File: config.mk
export PLATFORM = sky130hd
export DESIGN_NAME = nasti_dma_desc_fetch
export DESIGN_NICKNAME = d
export VERILOG_FILES = /design/src/rtl/nasti_dma_pkg.sv /design/src/rtl/nasti_dma_desc_fetch.sv
export SDC_FILE = /design/constraint.sdc
export NUM_CORES = 1
export LEC_CHECK = 0
export BUFFER_PORTS_ARGS = -buffer_cell sky130_fd_sc_hd__buf_2
export CAP_MARGIN = 15
export CORE_UTILIZATION = 45
export CTS_CLUSTER_DIAMETER = 60
export DETAILED_ROUTE_END_ITERATION = 7
export PLACE_DENSITY = 0.72
export SETUP_SLACK_MARGIN = 0.5
export SLEW_MARGIN = 25
export SYNTH_ARGS = -nofsm -noshare
export SYNTH_HDL_FRONTEND = slang
export SYNTH_SLANG_ARGS = --single-unit
File: constraint.sdc
create_clock -name aclk -period 12.85 [get_ports aclk]
set_input_delay 1.9275 -clock aclk [delete_from_list [all_inputs] [get_ports aclk]]
set_output_delay 1.9275 -clock aclk [all_outputs]
set_load 0.03 [all_outputs]
File: src/rtl/nasti_dma_pkg.sv
// Shared types and constants for the NASTI DMA descriptor fetcher.
// A descriptor is four 64-bit words: src, dest, len (bytes), next pointer.
package nasti_dma_pkg;

    localparam int DESC_BEATS = 4;

    // AXI/NASTI burst encoding for incrementing bursts
    localparam logic [1:0] BURST_INCR = 2'b01;

    // err_code values
    localparam logic [1:0] ERR_NONE        = 2'd0;
    localparam logic [1:0] ERR_RESP        = 2'd1;
    localparam logic [1:0] ERR_DESC_ALIGN  = 2'd2;
    localparam logic [1:0] ERR_FIELD_ALIGN = 2'd3;

    typedef enum logic [2:0] {
        S_IDLE     = 3'd0,
        S_FETCH_AR = 3'd1,
        S_FETCH_R  = 3'd2,
        S_ISSUE    = 3'd3,
        S_DRAIN    = 3'd4
    } state_e;

    typedef struct packed {
        logic [63:0] src;
        logic [63:0] dest;
        logic [63:0] len;
        logic [63:0] next;
    } desc_t;

    // Descriptors live on 32-byte boundaries (one 4-beat burst of 64-bit words)
    function automatic logic desc_aligned(input logic [4:0] low_bits);
        return (low_bits == 5'd0);
    endfunction

endpackage

File: src/rtl/nasti_dma_desc_fetch.sv
// Descriptor-chain fetcher: reads 32-byte descriptors over the NASTI ar/r
// channels and hands each non-empty one to a downstream data mover.
// Optional build macro: NASTI_DESC_ALIGN_CHECK_EN enables 8-byte alignment
// checking of src/dest/len before a descriptor is issued.
//
// Handshakes: every valid/ready pair transfers on a rising aclk edge where
// both are high; a source holds valid and its payload stable until then.
module nasti_dma_desc_fetch
    import nasti_dma_pkg::*;
#(
    parameter int ADDR_WIDTH  = 64,
    parameter int DATA_WIDTH  = 64,
    parameter int COUNT_WIDTH = 16
) (
    input  logic                   aclk,
    input  logic                   areset,
    // chain start
    input  logic [ADDR_WIDTH-1:0]  start_addr,
    input  logic                   start_valid,
    output logic                   start_ready,
    // NASTI read address channel
    output logic                   ar_valid,
    input  logic                   ar_ready,
    output logic [ADDR_WIDTH-1:0]  ar_addr,
    output logic [7:0]             ar_len,
    output logic [2:0]             ar_size,
    output logic [1:0]             ar_burst,
    output logic [3:0]             ar_id,
    output logic [3:0]             ar_cache,
    output logic [2:0]             ar_prot,
    output logic                   ar_lock,
    // NASTI read data channel
    input  logic                   r_valid,
    output logic                   r_ready,
    input  logic [DATA_WIDTH-1:0]  r_data,
    input  logic [1:0]             r_resp,
    input  logic                   r_last,
    // unused write side of the NASTI port
    output logic                   aw_valid,
    output logic                   w_valid,
    output logic                   b_ready,
    // data mover request
    output logic [ADDR_WIDTH-1:0]  m_src,
    output logic [ADDR_WIDTH-1:0]  m_dest,
    output logic [ADDR_WIDTH-1:0]  m_len,
    output logic                   m_valid,
    input  logic                   m_ready,
    // status
    output logic                   busy,
    output logic                   done,
    output logic                   error,
    output logic [1:0]             err_code,
    output logic [COUNT_WIDTH-1:0] desc_count,
    output logic [2:0]             state_dbg
);

    state_e                state, state_nxt;
    desc_t                 desc_q;
    logic [ADDR_WIDTH-1:0] desc_addr;
    logic [1:0]            beat_cnt;
    logic                  rd_bad;
    logic                  hs_last;
    logic                  drain_first;

    logic                  start_ok, start_bad;
    logic                  done_nxt, err_set, cnt_inc, follow_next;
    logic [1:0]            err_val;
    logic                  field_bad;

    logic [63:0]           word_in;
    logic [ADDR_WIDTH-1:0] next_addr;
    logic [ADDR_WIDTH-1:0] len_val;

    assign word_in   = 64'(r_data);
    assign next_addr = ADDR_WIDTH'(desc_q.next);
    assign len_val   = ADDR_WIDTH'(desc_q.len);

`ifdef NASTI_DESC_ALIGN_CHECK_EN
    assign field_bad = (desc_q.src[2:0] != 3'd0) || (desc_q.dest[2:0] != 3'd0) ||
                       (desc_q.len[2:0] != 3'd0);
`else
    assign field_bad = 1'b0;
`endif

    // Fixed read-burst shape and the unused write channel
    assign ar_addr   = desc_addr;
    assign ar_len    = 8'(DESC_BEATS - 1);
    assign ar_size   = 3'b011;
    assign ar_burst  = BURST_INCR;
    assign ar_id     = 4'd0;
    assign ar_cache  = 4'd0;
    assign ar_prot   = 3'd0;
    assign ar_lock   = 1'b0;
    assign aw_valid  = 1'b0;
    assign w_valid   = 1'b0;
    assign b_ready   = 1'b0;

    assign m_src     = ADDR_WIDTH'(desc_q.src);
    assign m_dest    = ADDR_WIDTH'(desc_q.dest);
    assign m_len     = len_val;
    assign busy      = (state != S_IDLE);
    assign state_dbg = state;

    // State register
    always_ff @(posedge aclk or posedge areset) begin
        if (areset) state <= S_IDLE;
        else        state <= state_nxt;
    end

    // Next-state, handshake outputs and per-cycle status events
    always_comb begin
        state_nxt   = state;
        start_ready = 1'b0;
        ar_valid    = 1'b0;
        r_ready     = 1'b0;
        m_valid     = 1'b0;
        start_ok    = 1'b0;
        start_bad   = 1'b0;
        done_nxt    = 1'b0;
        err_set     = 1'b0;
        err_val     = ERR_NONE;
        cnt_inc     = 1'b0;
        follow_next = 1'b0;
        case (state)
            S_IDLE: begin
                start_ready = 1'b1;
                if (start_valid) begin
                    if (!desc_aligned(start_addr[4:0])) begin
                        start_bad = 1'b1;
                        err_set   = 1'b1;
                        err_val   = ERR_DESC_ALIGN;
                        done_nxt  = 1'b1;
                    end else begin
                        start_ok  = 1'b1;
                        state_nxt = S_FETCH_AR;
                    end
                end
            end
            S_FETCH_AR: begin
                ar_valid = 1'b1;
                if (ar_ready) state_nxt = S_FETCH_R;
            end
            S_FETCH_R: begin
                r_ready = 1'b1;
                // any bad beat or wrong burst length is reported once r_last arrives
                if (r_valid && r_last) begin
                    if (rd_bad || (r_resp != 2'b00) || (beat_cnt != 2'(DESC_BEATS - 1))) begin
                        err_set   = 1'b1;
                        err_val   = ERR_RESP;
                        done_nxt  = 1'b1;
                        state_nxt = S_IDLE;
                    end else begin
                        state_nxt = S_ISSUE;
                    end
                end
            end
            S_ISSUE: begin
                if (field_bad) begin
                    err_set   = 1'b1;
                    err_val   = ERR_FIELD_ALIGN;
                    done_nxt  = 1'b1;
                    state_nxt = S_IDLE;
                end else if (len_val == '0) begin
                    if (next_addr == '0) begin
                        done_nxt  = 1'b1;
                        state_nxt = S_IDLE;
                    end else if (!desc_aligned(next_addr[4:0])) begin
                        err_set   = 1'b1;
                        err_val   = ERR_DESC_ALIGN;
                        done_nxt  = 1'b1;
                        state_nxt = S_IDLE;
                    end else begin
                        follow_next = 1'b1;
                        state_nxt   = S_FETCH_AR;
                    end
                end else begin
                    // hold off for one cycle after a handshake so a mover that
                    // has not yet dropped m_ready is not mistaken for idle
                    m_valid = !hs_last;
                    if (m_valid && m_ready) begin
                        cnt_inc = 1'b1;
                        if (next_addr == '0) begin
                            state_nxt = S_DRAIN;
                        end else if (!desc_aligned(next_addr[4:0])) begin
                            err_set   = 1'b1;
                            err_val   = ERR_DESC_ALIGN;
                            done_nxt  = 1'b1;
                            state_nxt = S_IDLE;
                        end else begin
                            follow_next = 1'b1;
                            state_nxt   = S_FETCH_AR;
                        end
                    end
                end
            end
            S_DRAIN: begin
                // the m_ready seen right after the last handshake is stale
                if (!drain_first && m_ready) begin
                    done_nxt  = 1'b1;
                    state_nxt = S_IDLE;
                end
            end
            default: state_nxt = S_IDLE;
        endcase
    end

    // Descriptor address, burst capture and handshake history
    always_ff @(posedge aclk or posedge areset) begin
        if (areset) begin
            desc_addr   <= '0;
            desc_q      <= '0;
            beat_cnt    <= 2'd0;
            rd_bad      <= 1'b0;
            hs_last     <= 1'b0;
            drain_first <= 1'b0;
        end else begin
            if (start_ok)         desc_addr <= start_addr;
            else if (follow_next) desc_addr <= next_addr;

            if (ar_valid && ar_ready) begin
                beat_cnt <= 2'd0;
                rd_bad   <= 1'b0;
            end else if (r_ready && r_valid) begin
                case (beat_cnt)
                    2'd0:    desc_q.src  <= word_in;
                    2'd1:    desc_q.dest <= word_in;
                    2'd2:    desc_q.len  <= word_in;
                    default: desc_q.next <= word_in;
                endcase
                if (beat_cnt != 2'(DESC_BEATS - 1)) beat_cnt <= beat_cnt + 2'd1;
                // a bad response, or a burst running past its fourth beat
                if ((r_resp != 2'b00) || (!r_last && (beat_cnt == 2'(DESC_BEATS - 1))))
                    rd_bad <= 1'b1;
            end

            hs_last     <= m_valid && m_ready;
            drain_first <= (state != S_DRAIN) && (state_nxt == S_DRAIN);
        end
    end

    // Status outputs: done pulse, sticky error and descriptor counter
    always_ff @(posedge aclk or posedge areset) begin
        if (areset) begin
            done       <= 1'b0;
            error      <= 1'b0;
            err_code   <= ERR_NONE;
            desc_count <= '0;
        end else begin
            done <= done_nxt;
            if (err_set) begin
                error    <= 1'b1;
                err_code <= err_val;
            end else if (start_ok) begin
                error    <= 1'b0;
                err_code <= ERR_NONE;
            end
            if (start_ok || start_bad)
                desc_count <= '0;
            else if (cnt_inc && (desc_count != '1))
                desc_count <= desc_count + 1'b1;
        end
    end

endmodule

**Word-level counts from Yosys, hierarchy flattened**

Index checks and enable logic that the tools add are counted.

- Bits in registers: 348
- Bits of input ports: 137
- Output and inout bits: 312
- Logic and storage cells: 131

- $add $sub $neg: 2
- Equal/unequal tests: 11
- Multiplexer cells: 65
- Bitwise logic cells: 2
- Reductions and logical operators: 37

Operators by type and width:

| operator | number |
|---|---|
| 64-bit zero test | 2 |
| 64-bit 2-to-1 mux | 2 |
| 1-bit 2-to-1 mux | 37 |
| 16-bit 2-to-1 mux | 2 |
| 2-bit 2-to-1 mux | 12 |
| 3-bit 2-to-1 mux | 8 |
| 16-bit by 1-bit adder with 16-bit output, second input constant | 1 |
| 16-bit inequality test, second input constant | 1 |
| 3-bit case mux with 5 select lines | 1 |
| 2-bit nonzero test | 7 |
| 3-bit AND reduction | 4 |
| 5-bit zero test | 2 |
| 1-bit logical AND | 9 |
| 3-bit by 2-bit == test with 1-bit output, second input constant | 2 |
| 3-bit == test, second input constant | 2 |
| 2-bit case mux with 3 select lines | 1 |
| 2-bit == test, second input constant | 2 |
| 1-bit logical OR | 4 |
| 1-bit case mux with 4 select lines | 1 |
| 2-bit AND reduction | 2 |
| 3-bit by 1-bit == test with 1-bit output, second input constant | 1 |
| 1-bit zero test | 3 |
| 3-bit zero test | 1 |
| 3-bit inequality test, second input constant | 1 |
| other kinds (8) | 9 |

**Depth between registers and ports, before layout**

Gate-level depths: netlist of run 1.

- Depth in word-level cells: 8
- Depth in mapped cells: 8
- Gate-level depth less buffers: 7

**Least setup slack after synthesis of run 1**

OpenSTA, ideal clock, no wires.

- Path kind: register to output
- Start point: register desc_q, in the netlist m_len[44]
- End point: output m_valid
- Arrival time: 1.921 ns
- Required time: 10.922 ns
- Path slack: 9.002 ns
- Stages on the path, launching flop included: 7
- Buffers on the path: 1
- Path through: dfrtp_1 > nor4_1 > nand4_1 > nor4_4 > buf_2 > nand2b_1 > nor2_1

- Longest elaborated chain between the ends: 3

RTL lines:

| element | RTL line | text |
|---|---|---|
| from (decl) | nasti_dma_desc_fetch.sv:58 | `desc_t desc_q;` |
| 64-bit zero test | nasti_dma_desc_fetch.sv:163 | `end else if (len_val == '0) begin` |
| 1-bit 2-to-1 mux | nasti_dma_desc_fetch.sv:163 |  |
| 1-bit 2-to-1 mux | nasti_dma_desc_fetch.sv:124 | `case (state)` |
| to (decl) | nasti_dma_desc_fetch.sv:46 | `output logic m_valid,` |

No other way between the ends.

**Worst setup path after layout of run 1**

- Start point: register desc_q, in the netlist m_len[13]
- End point: output m_valid

Same word-level chain as after synthesis.

==> flow_metrics.tcl, run 1 <==
set metrics [dict create \
    status "finished, final reports clean" \
    vias_per_cell 5.381 \
    initial_core_util_pct 46.19 \
    async_reset_ff_share_pct 100.0 \
    period_minus_slack_ns 5.124 \
    yosys_warnings 0 \
    period_share_pct 39.88 \
    max_slew.worst_pin.slew_ns 1.038 \
    rsz0062_at_grt "no" \
    yosysMostFrequentCell "dfrtp_1" \
    synth_flop_cell "dfrtp_1" \
    powerDensity_nw_per_um2 275.9 \
    cts_setup_buffers 0 \
    ys_top_cells_by_area "dfrtp_1, mux2_2, a22oi_1" \
    holdBufCountCts 0 \
    synth_area_leader_cell "dfrtp_1" \
    die_area_um2 32440 \
    fin_skew_ns 0.01290 \
    synth_common_cells "dfrtp_1, mux2_2, inv_1" \
    drc 0 \
    clock-sinks 348 \
    wl_per_cell_um 20.87 \
    grt.overflow.total 0 \
    cts_tree "yes" \
    cts_buffers 39 \
    via_count 10250 \
    cp_slowest_cell "nor4_4" \
    grt_start_max_net_pins 124 \
    drive_gt1_share_pct 51.63 \
    ios 449 \
    slew_viol_final 0 \
    setup_viol 0 \
    grt_pass1_wl_um 61200 \
    path_cells "nor4_1, nand4_1, nor4_4, nand2b_1, nor2_1, buf_2" \
    fmax_mhz 195.1 \
    area_delta_synth_final_pct 25.59 \
    io_buffers 420 \
    drt-total-wl_um 39760 \
    design_area_um2 17930 \
    dpl_cell_area_um2 16590 \
    power_leakage_nw 9.459 \
    synthesis.area_um2 14280 \
    die_w_um 180.1 \
    crit_path_max_fanout 17 \
    final-hold-violation-count 0 \
    yosysSeqAreaShare_pct 60.99 \
    rows 64 \
    gp_congestion 0.8531 \
    dpl.hpwl_um 28100 \
    gr-usage-all-layers_pct 24.32 \
    cts_buffer_depth 3 \
    antenna_found_initial 6 \
    max_slew_margin_pct 30.64 \
    startpoint_type "flop" \
    crit_arrival_ns 3.20 \
    synthCells 1058 \
    first_iter_violations 660 \
    end_kind "output port" \
    cts-resized-gates 0 \
    die_height_um 180.1 \
    ant_nets 0 \
    nets 1616 \
    insertion_delay_ns 0.52 \
    r2r_slack_ns 9.20 \
    critical_path_required_ns 10.92 \
    critPathMaxStageDelay_ns 0.91 \
    cap_violations 0 \
    worst-setup-path-type "flop to output port" \
    htreeDepth 2 \
    clkTransAtPathRegs_ns 0.07 \
    synth.avg_cell_area_um2 13.49 \
    firstDrtPassIters 5 \
    core_um2 30910 \
    synthDistinctLibCells 49 \
    root_buffer "clkbuf_16" \
    synth-edff-count 0 \
    hold_class "flop to flop" \
    ys_ff_latch 348 \
    fin_tns_setup_ns 0 \
    peakVddDrop_mv 0.1669 \
    grt_pass1_vias 10380 \
    yosysTopAreaCellShare_pct 60.99 \
]
[cell families (layout without fill, tap and decap cells)]
family	count (synthesis)	count (layout)	synth area share, %
AOI/OAI and AO/OA	138	138	6.485
xor gates and xnor gates	12	12	0.7361
adders and majority gates	5	5	0.4382
buffers and inverters	146	567	5.056
DFF	348	348	60.99
muxes	258	258	20.33
other	2	32	0.05260
and+or+nand+nor	149	149	5.907
[sequential cells by signal (all words and copies together), names as in the netlist, 2 cells and up]
name and flops:
ar_addr 64, m_dest 64, m_len 64, m_src 64
next_addr 64, desc_count 16, state_dbg 3, beat_cnt 2
err_code 2
[worst paths after layout]
check,start,end,depth (start not counted)
setup / recovery,m_len[13]$_DFFE_PP0P_,m_valid,6
hold reg to reg,error$_DFFE_PP0P_,error$_DFFE_PP0P_,2
min in group asynchronous,areset,desc_count[0]$_DFFE_PP0P_,2
hold / removal,error$_DFFE_PP0P_,error$_DFFE_PP0P_,2
max in group asynchronous,areset,m_dest[31]$_DFFE_PP0P_,4
setup reg to reg,m_len[13]$_DFFE_PP0P_,ar_addr[26]$_DFFE_PP0P_,7
[routing by layer]
metal  GRT usage, %  wire length (um)  part of all wire (%)
met5              0                22                 0.055
met4          10.63              1617                   4.1
met3          5.942              2688                   6.8
met2          39.63             19070                    48
met1          30.96             16360                    41
[per-stage QoR]
step                power (W)  setup WS [ns]  instances  hold WS, ns  utilization (%)
floorplan            0.003139          1.272       1084       0.4637                -
global placement     0.003789          8.200       1829       0.4788            53.66
detailed placement   0.003840          8.140       1829       0.4874            53.66
CTS                  0.004990          7.754       1901       0.5007            57.95
global route         0.005184          7.469       1905       0.5071            58.01
finish               0.004948          7.726       1905       0.4933            58.01
[critical path, delay by kind of cell (launching register included)]
kind,cells,cell delay [ns]
flops,1,0.39
simple gates,5,2.11
buf+inv,1,0.17
[cell usage in the layout, fill, tap and decap left out, types with 4 or more instances in the layout]
cell and count:
a21oi_1 5, a21oi_2 19, a22oi_1 39, and2_1 4, and3_1 10, buf_2 420, clkbuf_1 8, clkbuf_16 40
clkbuf_8 8, clkinv_2 6, conb_1 28, dfrtp_1 348, diode_2 4, ha_1 5, inv_1 69, mux2_2 256
nand2_1 17, nand2_4 4, nand3_1 12, nand4_1 12, nor2_1 26, nor3_1 8, nor4_1 35, o21ai_0 33
o21ai_1 10, o22ai_1 20, xnor2_1 12
[where the power goes]
| group | total, W | switching (W) | internal (W) |
|---|---|---|---|
| combinational | 0.00198 | 0.00131 | 0.000671 |
| sequential | 0.00183 | 0.000293 | 0.00154 |
| clock | 0.00113 | 0.000446 | 0.000684 |
| total | 0.00495 | 0.00205 | 0.00290 |
[area by class of cell]
type	instances	area [um2]
Antenna cell	4	10.01
Clock buffer	56	1141
Clock inverter	16	185.2
Fill cell	2548	12980
Inverter	70	270.3
Multi-Input combinational cell	590	4974
Sequential cell	348	8708
Tap cell	396	495.5
Timing Repair Buffer	425	2147
Power figures use the tool's default switching activity.
==> run 2: changes to the inputs <==
- PLACE_DENSITY: 0.72 -> 0.75
- clock period: 12.85 -> 4.65 ns (I/O delays scaled with it)
==> flow_metrics.tcl, run 2 (synthesized netlist as in run 1, its figures left out) <==
set metrics [dict create \
    status "finished, final reports clean" \
    holdBufCountCts 0 \
    design_area_um2 17860 \
    firstDrtPassIters 4 \
    crit_arrival_ns 3.15 \
    p_switching_w 0.005628 \
    critPathTopFamily "simple AND/OR/NAND/NOR gates" \
    gr-usage-all-layers_pct 24.30 \
    cap_violations 0 \
    p_seq_share_pct 37.8 \
    dpl_cell_area_um2 16630 \
    rows 64 \
    cts_buffers 37 \
    fin_skew_ns 0.01449 \
    m1WireLength_um 16010 \
    critPathMaxStageDelay_ns 0.89 \
    first_iter_violations 531 \
    powerDensity_nw_per_um2 752.9 \
    hold_class "input port to async pin" \
    startpoint_type "flop" \
    max_slew.worst_pin.slew_ns 1.028 \
    fin_tns_setup_ns 0 \
    vias_per_cell 5.342 \
    worst-setup-path-type "flop to output port" \
    period_share_pct 82.78 \
    grt_start_max_net_pins 100 \
    clock-sinks 348 \
    gp_congestion 0.8357 \
    grt.overflow.total 0 \
    nets 1618 \
    cp_slowest_cell "nor4_4" \
    max_slew_margin_pct 31.48 \
    wl_per_cell_um 20.70 \
    root_buffer "clkbuf_16" \
    fmax_mhz 259.8 \
    grt_pass1_vias 10410 \
    insertion_delay_ns 0.51 \
    end_kind "output port" \
    layout.cells.non_filler 1905 \
    drt-total-wl_um 39430 \
    die_height_um 180.1 \
    slew_viol_final 0 \
    final_common_cell "buf_2" \
    htreeDepth 2 \
    hold_ws_ns 0.2127 \
    die_w_um 180.1 \
    power_leakage_nw 9.439 \
    p_comb_share_pct 40.7 \
    drive_gt1_share_pct 51.63 \
    peakVddDrop_mv 0.4705 \
    io_buffers 420 \
    crit_path_max_fanout 17 \
    drc 0 \
    path_cells "nor4_1, nand4_1, nor4_4, nand2b_1, nor2_1, buf_2" \
    antenna_found_initial 6 \
    die_area_um2 32440 \
    mostFrequentLayoutCells "buf_2, dfrtp_1, mux2_2, inv_1" \
    initial_core_util_pct 46.19 \
    area_delta_synth_final_pct 25.12 \
    via_count 10180 \
    internal_power_w 0.007821 \
    clkTransAtPathRegs_ns 0.06 \
    dp_cells 1832 \
    cts_setup_buffers 0 \
    grt_pass1_wl_um 61190 \
    rsz0062_at_grt "no" \
    cp_num_buf_inv 1 \
    top_layer "met4" \
    wl_met3_um 2771 \
    ant_nets 0 \
    dpl.hpwl_um 28410 \
    cts_tree "yes" \
    period_minus_slack_ns 3.849 \
    clkPwrFrac_pct 21.5 \
    setup_viol 0 \
    dr_wl_met2_um 19350 \
    cts-resized-gates 0 \
    core_um2 30910 \
    final-hold-violation-count 0 \
    cts_buffer_depth 3 \
    p_sw_share_pct 41.85 \
    ios 449 \
    critical_path_required_ns 3.95 \
]
## run 2: cell count changes in the layout (fill, tap and decap cells not counted), moves of 2 or more
cell,delta
clkinv_2,+4
buf_12,+3
buf_4,+3
buf_6,-2
bufinv_16,-2
clkbuf_1,-2
diode_2,+2
## run 2: worst paths after layout
kind | cells past startpoint | to | startpoint | slack [ns]
setup / recovery | 6 | m_valid | m_len[24]$_DFFE_PP0P_ | 0.80
hold / removal | 2 | desc_count[1]$_DFFE_PP0P_ | areset | 0.21
setup reg to reg | 8 | ar_addr[26]$_DFFE_PP0P_ | m_len[24]$_DFFE_PP0P_ | 1.21
hold reg to reg | 1 | m_dest[28]$_DFFE_PP0P_ | m_dest[28]$_DFFE_PP0P_ | 0.50
max in group asynchronous | 4 | m_len[9]$_DFFE_PP0P_ | areset | 3.32
min in group aclk | 3 | ar_addr[40]$_DFFE_PP0P_ | start_addr[40] | 0.42
## run 2: power groups by stage
stage / clock (W) / combinational (W) / sequential [W]
4_1_cts: 0.00295 / 0.00553 / 0.00507
5_1_grt: 0.00306 / 0.00578 / 0.00523
3_3_place_gp: 0 / 0.00544 / 0.00504
3_5_place_dp: 0 / 0.00552 / 0.00511
2_1_floorplan: 0 / 0.00179 / 0.00688
6_report: 0.00289 / 0.00548 / 0.00508
## run 2: metrics by stage
stage          setup WS [ns]  utilization (%)  power (W)
6_report              0.8009            57.79    0.01345
5_1_grt               0.5939            57.79    0.01407
4_1_cts               0.7487            57.68    0.01356
3_5_place_dp           1.221            53.80    0.01062
3_3_place_gp           1.263            53.80    0.01048
2_1_floorplan        -0.7059                -   0.008674
## run 2: metal layers
metal,vias up,global-route usage [%]
met5,-,0
met4,0,8.444
met3,82,6.346
met2,378,40.59
met1,5144,30.68
li1,4572,-
## run 2: worst register-to-register path: cells and delay by family, from the launching register on
kind / cells / cell delay (ns)
buffers and inverters: 2 / 0.67
AND/OR/NAND/NOR: 4 / 1.90
AO/OA/AOI/OAI: 2 / 0.34
flip-flops: 1 / 0.39
## run 2: area by class of cell
type | count | area, um2
clock inverter | 14 | 105.1
sequential | 348 | 8708
timing repair buffer | 429 | 2207
multi-input combinational | 590 | 4971
fill | 2596 | 13050
tap | 396 | 495.5
clock buffer | 52 | 1095
antenna | 6 | 15.01
inverter | 70 | 266.5
==> run 3: changes to the inputs <==
- clock period: 4.65 -> 3.35 ns (I/O delays scaled with it)
==> flow_metrics.tcl, run 3 (synthesized netlist as in run 1, its figures left out) <==
set metrics [dict create \
    mostFrequentLayoutCells "buf_2, dfrtp_1, mux2_2, inv_1, clkbuf_16" \
    final-hold-violation-count 0 \
    max_slew.worst_pin.slew_ns 0.9785 \
    setup_viol 0 \
    core_um2 30910 \
    firstDrtPassIters 5 \
    powerDensity_nw_per_um2 1053 \
    worst-setup-path-type "flop to output port" \
    drive_gt1_share_pct 53.66 \
    crit_path_max_fanout 3 \
    fin_tns_setup_ns 0 \
    end_kind "output port" \
    io_buffers 420 \
    ant_nets 0 \
    cts_buffer_depth 3 \
    startpoint_type "flop" \
    hold_ws_ns 0.04818 \
    fin_skew_ns 0.02215 \
    die_w_um 180.1 \
    design_area_um2 18370 \
    grt_start_max_net_pins 65 \
    hold_class "input port to async pin" \
    initial_core_util_pct 46.19 \
    period_minus_slack_ns 2.837 \
    insertion_delay_ns 0.52 \
    vias_per_cell 5.445 \
    crit_arrival_ns 2.33 \
    layout.cells.non_filler 1930 \
    area_delta_synth_final_pct 28.65 \
    dpl.hpwl_um 29480 \
    gr-usage-all-layers_pct 25.37 \
    status "finished, final reports clean" \
    final_common_cell "buf_2" \
    fmax_mhz 352.5 \
    antenna_found_initial 5 \
    via_count 10510 \
    die_height_um 180.1 \
    htreeDepth 2 \
    peakVddDrop_mv 0.6113 \
    max_slew_margin_pct 34.77 \
    grt_pass1_wl_um 63870 \
    fillCellCount 2502 \
    drc 0 \
    root_buffer "clkbuf_16" \
    drt-total-wl_um 41520 \
    gp_congestion 0.8321 \
    grt.overflow.total 0 \
    power_leakage_nw 9.673 \
    wl_per_cell_um 21.51 \
    ios 449 \
    postLayoutCoreUtil_pct 59.42 \
    grt_pass1_vias 10860 \
    first_iter_violations 614 \
    clkTransAtPathRegs_ns 0.06 \
    cts_buffers 39 \
    dp_cells 1849 \
    rsz0062_at_grt "yes" \
    period_share_pct 84.69 \
    clock-sinks 348 \
    cap_violations 0 \
    dpl_cell_area_um2 16820 \
    die_area_um2 32440 \
    nets 1643 \
    holdBufCountCts 0 \
    critical_path_required_ns 2.85 \
    cts_tree "yes" \
    slew_viol_final 0 \
    rows 64 \
]
==> run 3: cell types whose count changed in the layout (fill, tap and decap cells not counted), sizes merged, moves of 2 or more <==
cell,delta
buf,+22
clkbuf,+2
clkinv,+2
diode,-2
==> run 3: area by class of cell <==
type	count	area [um2]	area share, %
Sequential cell	348	8708	47.41
Multi-Input combinational cell	591	5099	27.76
Timing Repair Buffer	451	2449	13.33
Clock buffer	54	1185	6.451
Tap cell	396	495.5	2.698
Inverter	70	266.5	1.451
Clock inverter	16	155.1	0.8447
Antenna cell	4	10.01	0.05450
==> run 3: path summary, 6_finish.rpt <==
kind	startpoint	slack [ns]	endpoint	cells past startpoint
worst max-delay path	m_len[39]$_DFFE_PP0P_	0.51	m_valid	6
worst min-delay path	areset	0.05	next_addr[52]$_DFFE_PP0P_	2
worst max register to register	next_addr[8]$_DFFE_PP0P_	0.65	ar_addr[55]$_DFFE_PP0P_	7
worst min register to register	m_dest[37]$_DFFE_PP0P_	0.50	m_dest[37]$_DFFE_PP0P_	1
max in group asynchronous	areset	2.41	m_src[14]$_DFFE_PP0P_	4
min in group aclk	start_addr[41]	0.23	ar_addr[41]$_DFFE_PP0P_	3
==> run 3: timing repair <==
| item | in CTS | in global routing |
|---|---|---|
| pin swaps | 3 | 5 |
| buffers inserted | 4 | 1 |
| resized for setup | 11 | 9 |
| cloned | 0 | 1 |
| setup endpoints to repair | 1 | 3 |
==> run 3: per-stage QoR <==
step,total power [W],setup slack [ns]
after floorplan,0.01204,-1.811
after global placement,0.01463,0.6029
after detailed placement,0.01484,0.5970
after CTS,0.01934,0.4246
after global routing,0.02019,0.4410
final,0.01935,0.5130
==> run 3: worst max-delay path: stages, from the launching register on <==
cell and delay, ns:
dfrtp_1 0.44, nor4_1 0.33, nand4_1 0.28, nor4_4 0.40, nand2b_4 0.20, nor2_2 0.04
buf_6 0.13
==> run 3: where the power goes <==
group	internal [W]	switching (W)
clock network	0.00264	0.00172
logic	0.00275	0.00508
registers	0.00591	0.00125
==> run 3: layer usage <==
| layer | vias to the layer above | part of all wire, % | wire length, um | global-route usage, % |
|---|---|---|---|---|
| met5 | - | 0.026 | 11 | 0 |
| li1 | 4614 | - | - | - |
| met3 | 112 | 6.5 | 2689 | 5.416 |
| met1 | 5340 | 41 | 16910 | 32.19 |
| met4 | 2 | 4.1 | 1702 | 11.18 |
| met2 | 441 | 49 | 20210 | 42.04 |
